--- src/rtl/ramio_arbiter_pkg.sv ---
// Shared types for the two-requester ramio arbiter.
package ramio_arbiter_pkg;

    localparam int unsigned NumReq = 2;

    typedef enum logic [1:0] {
        StIdle,
        StActive,
        StRelease
    } state_e;

    typedef logic       req_idx_t;
    typedef logic [2:0] read_type_t;
    typedef logic [1:0] write_type_t;

    // A transaction with any read component waits for data; pure writes only wait for !busy.
    function automatic logic xfer_done(read_type_t rt, logic ready, logic busy);
        return (rt != '0) ? (ready && !busy) : !busy;
    endfunction

endpackage

--- src/rtl/ramio_arbiter_rr.sv ---
// Combinational two-way round-robin pick: when both request, the one that was not last wins.
module ramio_arbiter_rr
    import ramio_arbiter_pkg::*;
(
    input  logic [NumReq-1:0] req_i,
    input  req_idx_t          last_i,
    output logic              valid_o,
    output req_idx_t          winner_o
);

    always_comb begin
        valid_o  = |req_i;
        winner_o = (&req_i) ? ~last_i : req_i[1];
    end

endmodule

--- src/rtl/ramio_arbiter.sv ---
// Shares the ramio client port between CPU (0) and DMA (1); optional watchdog under
// RAMIO_ARBITER_TIMEOUT_EN aborts a stuck transaction after TimeoutCycles ACTIVE cycles.
module ramio_arbiter
    import ramio_arbiter_pkg::*;
#(
    parameter int unsigned AddressBitWidth = 32,
    parameter int unsigned DataBitWidth    = 32,
    parameter int unsigned TimeoutCycles   = 1024
) (
    input  logic                       clk,
    input  logic                       rst_n,
    input  logic [NumReq-1:0]          req,
    input  logic [2:0]                 read_type0,
    input  logic [2:0]                 read_type1,
    input  logic [1:0]                 write_type0,
    input  logic [1:0]                 write_type1,
    input  logic [AddressBitWidth-1:0] address0,
    input  logic [AddressBitWidth-1:0] address1,
    input  logic [DataBitWidth-1:0]    data_in0,
    input  logic [DataBitWidth-1:0]    data_in1,
    output logic [NumReq-1:0]          gnt,
    output logic [NumReq-1:0]          done,
    output logic [NumReq-1:0]          error,
    output logic [DataBitWidth-1:0]    rd_data,
    output logic                       ram_enable,
    output logic [2:0]                 ram_read_type,
    output logic [1:0]                 ram_write_type,
    output logic [AddressBitWidth-1:0] ram_address,
    output logic [DataBitWidth-1:0]    ram_data_in,
    input  logic [DataBitWidth-1:0]    ram_data_out,
    input  logic                       ram_data_out_ready,
    input  logic                       ram_busy
);

    typedef struct packed {
        read_type_t                 read_type;
        write_type_t                write_type;
        logic [AddressBitWidth-1:0] address;
        logic [DataBitWidth-1:0]    data_in;
    } cmd_t;

    state_e                  state_q, state_d;
    req_idx_t                last_q, last_d;
    req_idx_t                owner_q, owner_d;
    cmd_t                    cmd_q, cmd_d;
    logic [NumReq-1:0]       gnt_q, gnt_d;
    logic [NumReq-1:0]       done_q, done_d;
    logic [DataBitWidth-1:0] rd_data_q, rd_data_d;
    logic                    pick_valid;
    req_idx_t                pick;

`ifdef RAMIO_ARBITER_TIMEOUT_EN
    localparam int unsigned CntW = $clog2(TimeoutCycles + 1);
    localparam logic [CntW-1:0] CntMax = CntW'(TimeoutCycles - 1);
    logic [CntW-1:0]   cnt_q, cnt_d;
    logic [NumReq-1:0] error_q, error_d;
    assign error = error_q;
`else
    logic unused_timeout;
    assign unused_timeout = ^TimeoutCycles;
    assign error = '0;
`endif

    ramio_arbiter_rr u_rr (
        .req_i    (req),
        .last_i   (last_q),
        .valid_o  (pick_valid),
        .winner_o (pick)
    );

    always_comb begin
        state_d   = state_q;
        last_d    = last_q;
        owner_d   = owner_q;
        cmd_d     = cmd_q;
        gnt_d     = gnt_q;
        done_d    = '0;
        rd_data_d = rd_data_q;
`ifdef RAMIO_ARBITER_TIMEOUT_EN
        cnt_d     = cnt_q;
        error_d   = '0;
`endif
        unique case (state_q)
            StIdle: begin
                if (pick_valid) begin
                    owner_d     = pick;
                    cmd_d       = pick ? cmd_t'{read_type1, write_type1, address1, data_in1}
                                       : cmd_t'{read_type0, write_type0, address0, data_in0};
                    gnt_d       = '0;
                    gnt_d[pick] = 1'b1;
                    state_d     = StActive;
`ifdef RAMIO_ARBITER_TIMEOUT_EN
                    cnt_d       = '0;
`endif
                end
            end
            StActive: begin
                if (xfer_done(cmd_q.read_type, ram_data_out_ready, ram_busy)) begin
                    rd_data_d       = (cmd_q.read_type != '0) ? ram_data_out : '0;
                    last_d          = owner_q;
                    done_d[owner_q] = 1'b1;
                    state_d         = StRelease;
                end
`ifdef RAMIO_ARBITER_TIMEOUT_EN
                else if (cnt_q == CntMax) begin
                    rd_data_d        = '1;
                    last_d           = owner_q;
                    done_d[owner_q]  = 1'b1;
                    error_d[owner_q] = 1'b1;
                    state_d          = StRelease;
                end else begin
                    cnt_d = cnt_q + CntW'(1);
                end
`endif
            end
            StRelease: begin
                gnt_d   = '0;
                state_d = StIdle;
            end
            default: state_d = StIdle;
        endcase
    end

    always_ff @(posedge clk or negedge rst_n) begin
        if (!rst_n) begin
            state_q   <= StIdle;
            last_q    <= 1'b1;
            owner_q   <= 1'b0;
            cmd_q     <= '0;
            gnt_q     <= '0;
            done_q    <= '0;
            rd_data_q <= '0;
`ifdef RAMIO_ARBITER_TIMEOUT_EN
            cnt_q     <= '0;
            error_q   <= '0;
`endif
        end else begin
            state_q   <= state_d;
            last_q    <= last_d;
            owner_q   <= owner_d;
            cmd_q     <= cmd_d;
            gnt_q     <= gnt_d;
            done_q    <= done_d;
            rd_data_q <= rd_data_d;
`ifdef RAMIO_ARBITER_TIMEOUT_EN
            cnt_q     <= cnt_d;
            error_q   <= error_d;
`endif
        end
    end

    always_comb begin
        ram_enable     = (state_q == StActive);
        ram_read_type  = ram_enable ? cmd_q.read_type  : '0;
        ram_write_type = ram_enable ? cmd_q.write_type : '0;
        ram_address    = ram_enable ? cmd_q.address    : '0;
        ram_data_in    = ram_enable ? cmd_q.data_in    : '0;
    end

    assign gnt     = gnt_q;
    assign done    = done_q;
    assign rd_data = rd_data_q;

endmodule

--- config.mk ---
export PLATFORM = sky130hd
export DESIGN_NAME = ramio_arbiter
export DESIGN_NICKNAME = d
export VERILOG_FILES = /design/src/rtl/ramio_arbiter_pkg.sv /design/src/rtl/ramio_arbiter_rr.sv /design/src/rtl/ramio_arbiter.sv
export SDC_FILE = /design/constraint.sdc
export NUM_CORES = 1
export LEC_CHECK = 0
export ABC_CLOCK_PERIOD_IN_PS = 1700
export CAP_MARGIN = 20
export CORE_ASPECT_RATIO = 0.9
export CORE_MARGIN = 5
export CORE_UTILIZATION = 39
export CTS_CLUSTER_SIZE = 14
export DETAILED_ROUTE_END_ITERATION = 8
export GPL_TIMING_DRIVEN = 0
export PLACE_DENSITY = 0.84
export SYNTH_ARGS = -nofsm -noshare
export SYNTH_HDL_FRONTEND = slang
export SYNTH_SLANG_ARGS = --single-unit
export TNS_END_PERCENT = 5
--- constraint.sdc ---
create_clock -name clk -period 1.7 [get_ports clk]
set_input_delay 0.425 -clock clk [delete_from_list [all_inputs] [get_ports clk]]
set_output_delay 0.425 -clock clk [all_outputs]
set_load 0.1 [all_outputs]
Word-level counts from Yosys, hierarchy flattened
Index checks and enable logic that the tools add are counted.

Logic and storage cells: 51. Register bits: 109. Input bits: 176. Output and inout bits: 108.

Magnitude comparators: 4. Reductions and logical operators: 13. Bitwise operators: 1. Muxes and demuxes: 19. Eq/ne operators: 4.

Operators by type and width (number): 2-to-1 mux 32 bit (3); 2-to-1 mux 69 bit (1); 2-to-1 mux 2 bit (6); AND reduction 2 bit (5); one-hot mux 2 bit (2 select lines) (2); < comparator 1 x 2 -> 1 bit (second input constant) (2); 2-to-1 mux 1 bit (4); logical AND 1 bit (3); 2-to-1 mux 3 bit (1); nonzero test 3 bit (1); demux 1 bit (select 1 bit) (2); == test 2 x 1 -> 1 bit (second input constant) (1); == test 2 bit (second input constant) (1); greater-or-equal comparator 1 bit (second input constant) (2); zero test 2 bit (1); inequality test 2 x 1 -> 1 bit (second input constant) (1); inequality test 2 bit (second input constant) (1); nonzero test 2 bit (1); OR reduction 2 bit (1); zero test 1 bit (1); inverter 1 bit (1).

Logic depth before layout (Yosys ltp)
Gate-level depths: netlist of the first run.

Word-level depth: 8. Gate-level depth with buffers: 6. Gate-level depth less buffers: 3.

Cells and area by module
Synthesis of the first run repeated with hierarchy kept, for this count alone.

Cells, all modules: 484. Area total of the unflattened synthesis: 5124.9 um^2.

By module, submodules not included: ramio_arbiter (cells an instance 482, times used 1, area an instance 5111.2 um^2, sequential area each 2728.9 um^2); ramio_arbiter_rr (cells an instance 2, times used 1, area an instance 13.8 um^2, sequential area each 0.0 um^2).

Least setup slack after synthesis of the first run
No wires, ideal clock.

Path type: register to output. From: reg state_q[0]. To: out ram_data_in[12]. Data arrival time: 2592 ps. Slack: -1317 ps. Stages on the path, launching flop included: 5. Data required time: 1275 ps. Path through: dfrtp_1 > inv_1 > nor2_1 > clkbuf_1 > and2_1.

Cells in the longest elaborated chain, start to end: 2.

RTL lines: from (decl) (RTL line ramio_arbiter.sv:42) `state_e state_q, state_d;`; from (signal assigned) (RTL line ramio_arbiter.sv:126) `state_q <= StIdle;`; from (signal assigned) (RTL line ramio_arbiter.sv:138) `state_q <= state_d;`; == test 2 x 1 -> 1 bit (RTL line ramio_arbiter.sv:153) `ram_enable = (state_q == StActive);`; named net ram_enable (RTL line ramio_arbiter.sv:25) `output logic ram_enable,`; 2-to-1 mux 32 bit (RTL line ramio_arbiter.sv:157) `ram_data_in = ram_enable ? cmd_q.data_in : '0;`; to (decl) (RTL line ramio_arbiter.sv:29) `output logic [DataBitWidth-1:0] ram_data_in,`.

The timed path passes the listed nets, and every way through them passes these cells.

Final worst setup path of the first run
From: reg state_q[1]. To: out ram_address[0].

Cells in the longest elaborated chain, start to end: 2.

RTL lines: == test 2 x 1 -> 1 bit (RTL line ramio_arbiter.sv:153); 2-to-1 mux 32 bit (RTL line ramio_arbiter.sv:156) `ram_address = ram_enable ? cmd_q.address : '0;`; to (decl) (RTL line ramio_arbiter.sv:28) `output logic [AddressBitWidth-1:0] ram_address,`.

Every way passes these cells.

==> run_results.csv, run 1 <==
group,metric,value,unit
yosys,yosys_register_bits,109,
worst_setup_path,cp_cell_sequence,"nor2_4 > buf_6 > clkbuf_16 > and2_4 > buf_12",
detailed_routing,postRouteAntennaNets,0,
timing,final.min_clock_period,2010,ps
clock_network,postCtsHoldBufs,0,
yosys,ys_seq_area_share,54.2,%
floorplanning,rows,39,
layout,stdcell_count,892,
detailed_routing,wl_per_cell,21.9,um
layout,final_cell_mix,"173 x clkdlybuf4s50_1, 107 x dfrtp_1, 73 x buf_12",
timing,maxSlewViolCount,0,
detailed_routing,vias_per_cell,5.50,
timing,rsz0062_at_grt,"yes",
clock_network,cts_buffer_depth,2,
yosys,yosysWarnings,0,
timing,tightest_slew,719,ps
worst_setup_path,crit_required,1270,ps
floorplanning,die_h,118,um
timing,skew,8.45,ps
grt,antenna_found_initial,0,
layout,layout_commonest_cell,"clkdlybuf4s50_1",
timing,setup_violations,96,
place,place_hpwl,14.5,mm
grt,overflow,0,
detailed_routing,dr.pass1.iters,4,
layout,nets,899,
yosys,synth_area_leader_cell,"dfrtp_1",
layout,drive_gt1_share,34.5,%
worst_setup_path,worstPathMaxFanout,10,
floorplanning,ios,284,
worst_setup_path,crit_path_end_kind,"output pin",
clock_network,cts_tree,"built",
yosys,synth_area,5030,um2
layout,fin_util,74.0,%
run,max-cap-violations,0,
detailed_routing,drc,0,
layout,n_antenna_cell,0,
floorplanning,dieArea,15300,um2
clock_network,clock_latency,350,ps
detailed_routing,routed_wl,19.5,mm
timing,period_share,118,%
detailed_routing,drt-initial-drc-count,260,
yosys,synth_top_area_share,53.7,%
worst_setup_path,critPathLaunchType,"flip-flop",
detailed_routing,routed-via-count,4907,
worst_setup_path,crit_type,"flip-flop to output pin",
place,placed_cells,871,
worst_setup_path,cp_slowest_cell,"dfrtp_2",
clock_network,clockRootBuffer,"clkbuf_16",
run_status,outcome,"finished, violations left",
timing,relSlewSlack,52.0,%
timing,fin_ws,-305,ps
yosys,avgSynthCellArea,11.9,um2
timing,max_freq,499,MHz
clock_network,ctsHtreeMaxLevel,3,
place,pre_cts_ws,-1370,ps
timing,setup_tns,-20870,ps
grt,grt_pass1_wl,30.3,mm
run_status,violations,"negative setup slack",
worst_hold_path,hp-class,"input port to async pin",
floorplanning,start_util,39.7,%
grt,grt_use_total,25.4,%
timing,hold_viol,0,
yosys,syn_inst,424,
yosys,synth.area.top_cells,"dfrtp_1 54%, a221o_1 14%, a21boi_0 10%",
place,portBuffers,281,
worst_setup_path,slowest_delay,450,ps
place,gp_congestion,0.863,
floorplanning,core-area,12700,um2
clock_network,clkTransAtPathRegs,70,ps
yosys,synth_cell_types,27,
layout,area_growth_syn_to_layout,86.6,%
floorplanning,die_w,130,um
worst_setup_path,cpLargestDelayFamily,"buffers and inverters",
clock_network,cts_buffers,9,
grt,grt_max_degree,56,
worst_setup_path,worst_ep_arrival_time,1580,ps
worst_setup_path,critical_path_buf_inv_count,3,
grt,grt_pass1_vias,5453,
clock_network,clock_sinks,109,
cell usage after synthesis, drive strengths merged:
| library cell | count |
|---|---|
| nand2b | 3 |
| a22o | 33 |
| a311oi | 1 |
| nor3 | 1 |
| buf | 21 |
| clkbuf | 26 |
| and2 | 69 |
| a21oi | 1 |
| nor3b | 1 |
| and3b | 1 |
| or2 | 2 |
| dfrtp | 108 |
| nand2 | 1 |
| o21ai | 3 |
| a221o | 69 |
| conb | 1 |
| mux2 | 1 |
| and3 | 2 |
| inv | 3 |
| nor2 | 6 |
| a21boi | 69 |
| dfstp | 1 |
| o21bai | 1 |
worst register-to-register path: stages, from the launching register on:
cell and delay [ps]:
dfrtp_2 450, buf_4 150, nor2_4 100, buf_12 140
clkbuf_1 330, a21boi_0 190, a221o_1 290
per-stage QoR:
stage	hold WS, ps	instance area (um2)
floorplan	129	5240
global placement	439	8260
detailed placement	449	8280
CTS	145	9380
global route	181	9390
finish	123	9390
state kept, by name, indices dropped and copies added (netlist names):
signal   cells
done         2
state_q      2
last_q       1
gnt          2
cmd_q       69
rd_data     32
owner_q      1
area by class of cell:
| class | instances | area [um2] |
|---|---|---|
| Fill cell | 849 | 3290 |
| Buffer | 45 | 407 |
| Clock buffer | 10 | 239 |
| Timing Repair Buffer | 289 | 3460 |
| Sequential cell | 109 | 2730 |
| Multi-Input combinational cell | 266 | 2290 |
| Tap cell | 164 | 205 |
| Clock inverter | 6 | 46.3 |
| Inverter | 3 | 11.3 |
cell families (layout without fill, tap and decap cells):
| logic type | after synthesis | count (layout) | synth area share [%] |
|---|---|---|---|
| buf+inv | 50 | 353 | 4.60 |
| simple gates | 86 | 86 | 10.4 |
| mux | 1 | 1 | 0.224 |
| compound gates | 177 | 177 | 30.5 |
| flops | 109 | 109 | 54.2 |
| other cells | 1 | 2 | 0.0745 |
metal layers:
metal	up-vias	routed length, um	GRT usage (%)
met5	-	0	0
met4	0	666	9.42
met3	44	1420	6.58
met2	230	10000	43.4
met1	2432	7420	30.5
li1	2201	-	-
what timing repair did:
action | CTS | global route
gates resized for setup | 807 | 81
setup endpoints to repair | 207 | 197
buffers inserted | 3 | 5
pin swaps | 44 | 25
endpoints found under the hold margin | 0 | 0
final timing paths:
check / startpoint / to / slack [ps] / cells after the start
worst max-delay path: state_q[1] / ram_address[0] / -310 / 5
worst min-delay path: rst_n / cmd_q[18] / 120 / 1
worst max register to register: state_q[1] / cmd_q[34] / -60 / 6
worst min register to register: owner_q / done[0] / 460 / 1
max in group asynchronous: rst_n / last_q / 820 / 2
min in group clk: owner_q / done[0] / 460 / 1
Power of run 1 is not shown: default switching activity piles up to over one toggle a cycle in this logic, so the estimate is an artifact.
==> run 2, diff against run 1 <==
SYNTH_HIERARCHICAL = 1   (was unset)
==> run_results.csv, run 2 <==
group,metric,value,unit
run_status,outcome,"finished, violations left",
run_status,violations,"negative setup slack",
floorplanning,ios,284,
yosys,yosysWarnings,6,
timing,max_freq,501,MHz
place,gp_congestion,0.799,
clock_network,clock_sinks,109,
yosys,synth_cell_types,26,
yosys,yosysMostFrequentCell,"dfrtp_1",
yosys,syn_inst,484,
grt,overflow,0,
yosys,avgSynthCellArea,10.6,um2
timing,hold_viol,0,
worst_setup_path,critPathLaunchType,"flip-flop",
detailed_routing,drc,0,
place,dpl_cell_area,8280,um2
grt,grt_pass1_wl,27.8,mm
detailed_routing,routed-via-count,4822,
layout,n_antenna_cell,0,
timing,fin_ws,-297,ps
detailed_routing,postRouteAntennaNets,0,
worst_setup_path,crit_type,"flip-flop to output pin",
clock_network,clockRootBuffer,"clkbuf_16",
clock_network,clkTransAtPathRegs,80,ps
layout,final_area,9410,um2
yosys,yosys_register_bits,109,
clock_network,cts_buffer_depth,2,
grt,grt_use_met2,41.6,%
floorplanning,rows,39,
timing,maxSlewViolCount,0,
layout,largest_reg_flops,69,
run,max-cap-violations,0,
worst_setup_path,r2r_slack,40,ps
timing,skew,8.61,ps
layout,area_growth_syn_to_layout,83.7,%
yosys,synthTopCellsByCount,"108 x dfrtp_1, 71 x a21oi_1, 71 x nor2_1",
detailed_routing,vias_per_cell,5.07,
layout,fin_util,73.6,%
floorplanning,die_h,119,um
yosys,synth-main-ff-cell,"dfrtp_1",
worst_hold_path,hp-class,"input port to async pin",
yosys,synthArstFlopShare,100,%
timing,period_share,117,%
detailed_routing,dr.pass1.iters,4,
timing,setup_violations,70,
layout,num-fill-cells,892,
grt,gr-usage-met1,25.1,%
place,place_hpwl,13.6,mm
place,portBuffers,281,
clock_network,postCtsHoldBufs,0,
worst_setup_path,crit_path_end_kind,"output pin",
timing,tightest_slew,564,ps
clock_network,ctsHtreeMaxLevel,3,
layout,regMostFlops,"cmd_q",
grt,busiest_layer,"met2",
detailed_routing,routed_wl,18.2,mm
layout,nets,958,
layout,final_cell_mix,"172 x clkdlybuf4s50_1, 107 x dfrtp_1, 71 x buf_12, 71 x nor2_1, 70 x a21oi_1",
grt,grt_use_total,23.0,%
floorplanning,dieArea,15500,um2
clock_network,clock_latency,340,ps
grt,grt_max_degree,71,
clock_network,cts_buffers,9,
floorplanning,die_w,131,um
detailed_routing,wl_per_cell,19.2,um
worst_setup_path,slowest_delay,420,ps
timing,relSlewSlack,62.6,%
yosys,synth_edf_count,0,
detailed_routing,drt-initial-drc-count,220,
worst_setup_path,worstPathMaxFanout,5,
grt,use_met3,7.04,%
yosys,synth.area.top_cells,"dfrtp_1 53%, mux2i_1 13%, and2_1 8.4%",
timing,timing.hold.ws,56.9,ps
grt,antenna_found_initial,0,
layout,layout_commonest_cell,"clkdlybuf4s50_1",
timing,final.min_clock_period,2000,ps
timing,rsz0062_at_grt,"yes",
worst_setup_path,worst_ep_arrival_time,1570,ps
clock_network,cts_tree,"built",
worst_setup_path,crit_required,1270,ps
floorplanning,start_util,40.1,%
worst_setup_path,cp_slowest_cell,"dfrtp_1",
yosys,synth_area_leader_cell,"dfrtp_1",
yosys,ys_seq_area_share,53.2,%
grt,grt_pass1_vias,5368,
layout,drive_gt1_share,31.1,%
yosys,synth_area,5120,um2
yosys,synth_top_area_share,52.7,%
floorplanning,core-area,12800,um2
worst_setup_path,cp_cell_sequence,"nor2b_4 > buf_8 > clkbuf_16 > and2_4 > buf_12",
[run 2: area by class of cell]
class | instances | area [um2] | area share [%]
repair buffers | 286 | 3410 | 36.2
flip-flops and latches | 109 | 2730 | 29.0
multi-input cells | 333 | 2360 | 25.1
plain buffers | 40 | 392 | 4.16
clock buffers | 10 | 229 | 2.43
well taps | 164 | 205 | 2.18
clock inverters | 6 | 70.1 | 0.744
inverters | 3 | 11.3 | 0.120
[run 2: routing by layer]
metal | share of wire, % | wire length [um]
met1 | 35 | 6450
met4 | 2.5 | 459
met2 | 54 | 9760
met3 | 8.6 | 1570
met5 | 0 | 0
[run 2: per-stage QoR]
step,TNS [ps],instances,setup WS (ps)
after floorplan,-9010,485,-150
after global placement,-554370,930,-3740
after detailed placement,-152300,931,-1370
after CTS,-22120,949,-350
after global routing,-23720,951,-361
final,-17850,951,-297
[run 2: logic make-up (layout without fill, tap and decap cells)]
| kind of cell | Yosys count | count (layout) | share of synthesized area (%) |
|---|---|---|---|
| buffers and inverters | 43 | 345 | 4.42 |
| muxes | 70 | 70 | 13.7 |
| DFF | 109 | 109 | 53.2 |
| AOI/OAI and AO/OA | 110 | 110 | 13.3 |
| other | 1 | 2 | 0.0732 |
| and+or+nand+nor | 151 | 151 | 15.3 |
[run 2: final timing paths]
check                      depth (start not counted)        from               to
max                                                5  state_q[1]  ram_address[29]
min in group clk                                   1     owner_q          done[0]
min                                                1       rst_n        cmd_q[51]
max reg2reg                                        5  state_q[1]        cmd_q[12]
min reg2reg                                        1     owner_q          done[0]
max in group asynchronous                          2       rst_n           last_q
[run 2: what timing repair did]
action / 4_1_cts / 5_1_grt
setup buffers: 2 / 0
setup endpoints to repair: 178 / 113
pin swaps: 32 / 29
cloned: 0 / 2
resized for setup: 857 / 73
[run 2: worst max-delay path, delay by kind of cell, from the launching register on]
kind                   cells  cell delay [ps]
and+or+nand+nor            2              330
buffers and inverters      3              470
DFF                        1              420
Power of run 2 is left out for the same reason.
==> run 3, diff against run 2 <==
ABC_AREA = 1   (was unset)
CORE_ASPECT_RATIO = unset   (was 0.9)
CORE_UTILIZATION = 40   (was 39)
==> run_results.csv, run 3 <==
group,metric,value,unit
yosys,avgSynthCellArea,7.19,um2
run,max-cap-violations,0,
timing,tightest_slew,692,ps
yosys,synth-main-ff-cell,"dfrtp_1",
detailed_routing,postRouteAntennaNets,0,
worst_setup_path,r2r_slack,20,ps
grt,grt_pass1_vias,6089,
detailed_routing,drc,0,
yosys,synth_area_leader_cell,"dfrtp_1",
worst_setup_path,worstRegToRegCells,8,
yosys,synth_top_area_share,49.1,%
place,place_hpwl,15.0,mm
clock_network,clkTransAtPathRegs,70,ps
worst_hold_path,hp-class,"input port to async pin",
worst_setup_path,slowest_delay,370,ps
timing,maxSlewViolCount,0,
place,placed_cells,1225,
yosys,yosysMostFrequentCell,"nand2_1",
floorplanning,core-area,13300,um2
layout,layout_commonest_cell,"nand2_1",
grt,antenna_found_initial,0,
timing,skew,7.48,ps
worst_setup_path,path_common_cell,"nor2_4",
worst_setup_path,crit_type,"flip-flop to output pin",
layout,drive_gt1_share,23.9,%
floorplanning,rows,42,
worst_setup_path,worstPathMaxFanout,10,
run_status,outcome,"finished, violations left",
clock_network,clockRootBuffer,"clkbuf_16",
floorplanning,die_w,127,um
layout,area_growth_syn_to_layout,85.8,%
timing,rsz0062_at_grt,"yes",
place,portBuffers,281,
worst_setup_path,crit_end,"ram_address[13]",
detailed_routing,wl_per_cell,18.4,um
clock_network,ctsHtreeMaxLevel,3,
yosys,synthTopCellsByCount,"276 x nand2_1, 108 x dfrtp_1, 106 x inv_1",
timing,setup_tns,-17660,ps
detailed_routing,drt-initial-drc-count,403,
floorplanning,die_h,127,um
yosys,synth_edf_count,0,
yosys,synth_area,5510,um2
timing,relSlewSlack,53.9,%
detailed_routing,routed-via-count,6358,
worst_setup_path,critPathLaunchType,"flip-flop",
timing,final.min_clock_period,2000,ps
run_status,violations,"negative setup slack",
layout,stdcell_count,1249,
yosys,synthArstFlopShare,100,%
floorplanning,start_util,41.3,%
clock_network,clock_sinks,109,
detailed_routing,routed_wl,23.0,mm
grt,grt_use_total,25.3,%
worst_setup_path,crit_required,1270,ps
worst_setup_path,cp_cell_sequence,"inv_2 > nor2_4 > inv_6 > buf_8 > nor2_4 > buf_12",
timing,period_share,118,%
timing,fin_ws,-299,ps
grt,grt_pass1_wl,32.2,mm
clock_network,cts_buffers,9,
yosys,yosys_register_bits,109,
layout,fin_util,76.6,%
detailed_routing,dr.pass1.iters,5,
detailed_routing,vias_per_cell,5.09,
grt,grt_max_degree,62,
worst_setup_path,worst_ep_arrival_time,1570,ps
timing,hold_viol,0,
yosys,ys_seq_area_share,49.6,%
yosys,synth_cell_types,24,
layout,num-fill-cells,918,
yosys,synth.area.top_cells,"dfrtp_1 49%, nand2_1 19%, inv_1 7.2%",
floorplanning,ios,284,
place,gp_congestion,0.862,
grt,overflow,0,
clock_network,clock_latency,350,ps
layout,nets,1244,
layout,n_antenna_cell,0,
clock_network,cts_buffer_depth,2,
worst_setup_path,r2r_start,"state_q[0]",
layout,largest_reg_flops,69,
worst_setup_path,crit_path_end_kind,"output pin",
layout,final_cell_mix,"276 x nand2_1, 174 x clkdlybuf4s50_1, 108 x dfrtp_1, 106 x inv_1, 73 x nor2_4",
yosys,syn_inst,766,
floorplanning,dieArea,16200,um2
yosys,yosysWarnings,6,
worst_setup_path,reg2reg_to,"rd_data[4]",
timing,max_freq,500,MHz
timing,setup_violations,70,
worst_setup_path,cp_slowest_cell,"dfrtp_1",
layout,regMostFlops,"cmd_q",
worst_setup_path,crit_start,"state_q[0]",
clock_network,cts_tree,"built",
-- run 3: changes by cell type in the layout (fill, tap and decap cells not counted), moves of 68 or more --
cell	change
nand2_1	+273
inv_1	+103
nor2_4	+73
nor2_1	-70
nand3_1	+69
mux2i_1	-68
-- run 3: worst min-delay path by stage --
stage | from | to | slack (ps) | cells past startpoint
3_5_place_dp | last_q | last_q | 460 | 2
3_3_place_gp | last_q | last_q | 460 | 2
4_1_cts | rst_n | cmd_q[32] | 120 | 1
6_report | rst_n | cmd_q[32] | 100 | 1
5_1_grt | rst_n | cmd_q[32] | 150 | 1
2_1_floorplan | rst_n | cmd_q[0] | 130 | 0
-- run 3: per-stage QoR --
| stage | instance area, um2 | setup slack, ps | hold slack, ps |
|---|---|---|---|
| after floorplan | 5550 | -865 | 129 |
| after global placement | 8580 | -4060 | 456 |
| after detailed placement | 8600 | -1270 | 458 |
| after CTS | 9800 | -309 | 117 |
| after global routing | 10200 | -351 | 153 |
| final | 10200 | -299 | 103 |
-- run 3: kinds of logic after synthesis --
family,after synthesis,synth area share (%)
compound gates,38,3.48
buf+inv,162,11.9
other cells,1,0.0681
simple gates,456,35.0
flops,109,49.6
-- run 3: layout make-up --
| class | count | area (um2) | share of cell area, % |
|---|---|---|---|
| clock buffers | 9 | 225 | 2.20 |
| flip-flops and latches | 109 | 2730 | 26.7 |
| multi-input cells | 496 | 2660 | 26.0 |
| repair buffers | 290 | 3460 | 33.9 |
| well taps | 176 | 220 | 2.15 |
| clock inverters | 7 | 96.3 | 0.942 |
| plain buffers | 49 | 403 | 3.94 |
| inverters | 113 | 429 | 4.19 |
-- run 3: worst max-delay path, delay by kind of cell (launching register included) --
kind | cells | cell delay, ps
buffers and inverters | 4 | 530
flip-flops | 1 | 370
AND/OR/NAND/NOR | 2 | 300
-- run 3: repair_timing --
| action | CTS | global route |
|---|---|---|
| cloned | 0 | 3 |
| endpoints found under the setup margin | 177 | 169 |
| buffers inserted | 4 | 1 |
| hold buffers | 0 | 0 |
| pin swaps | 2 | 1 |
| resized for setup | 820 | 167 |
-- run 3: metal layers --
layer	global-route usage (%)	share of wire, %	vias up
met3	7.64	9.6	54
met4	9.91	3.3	0
met5	0	0	-
met1	29.3	36	3013
li1	-	-	2946
met2	43.7	51	345
Power of run 3 is left out for the same reason.
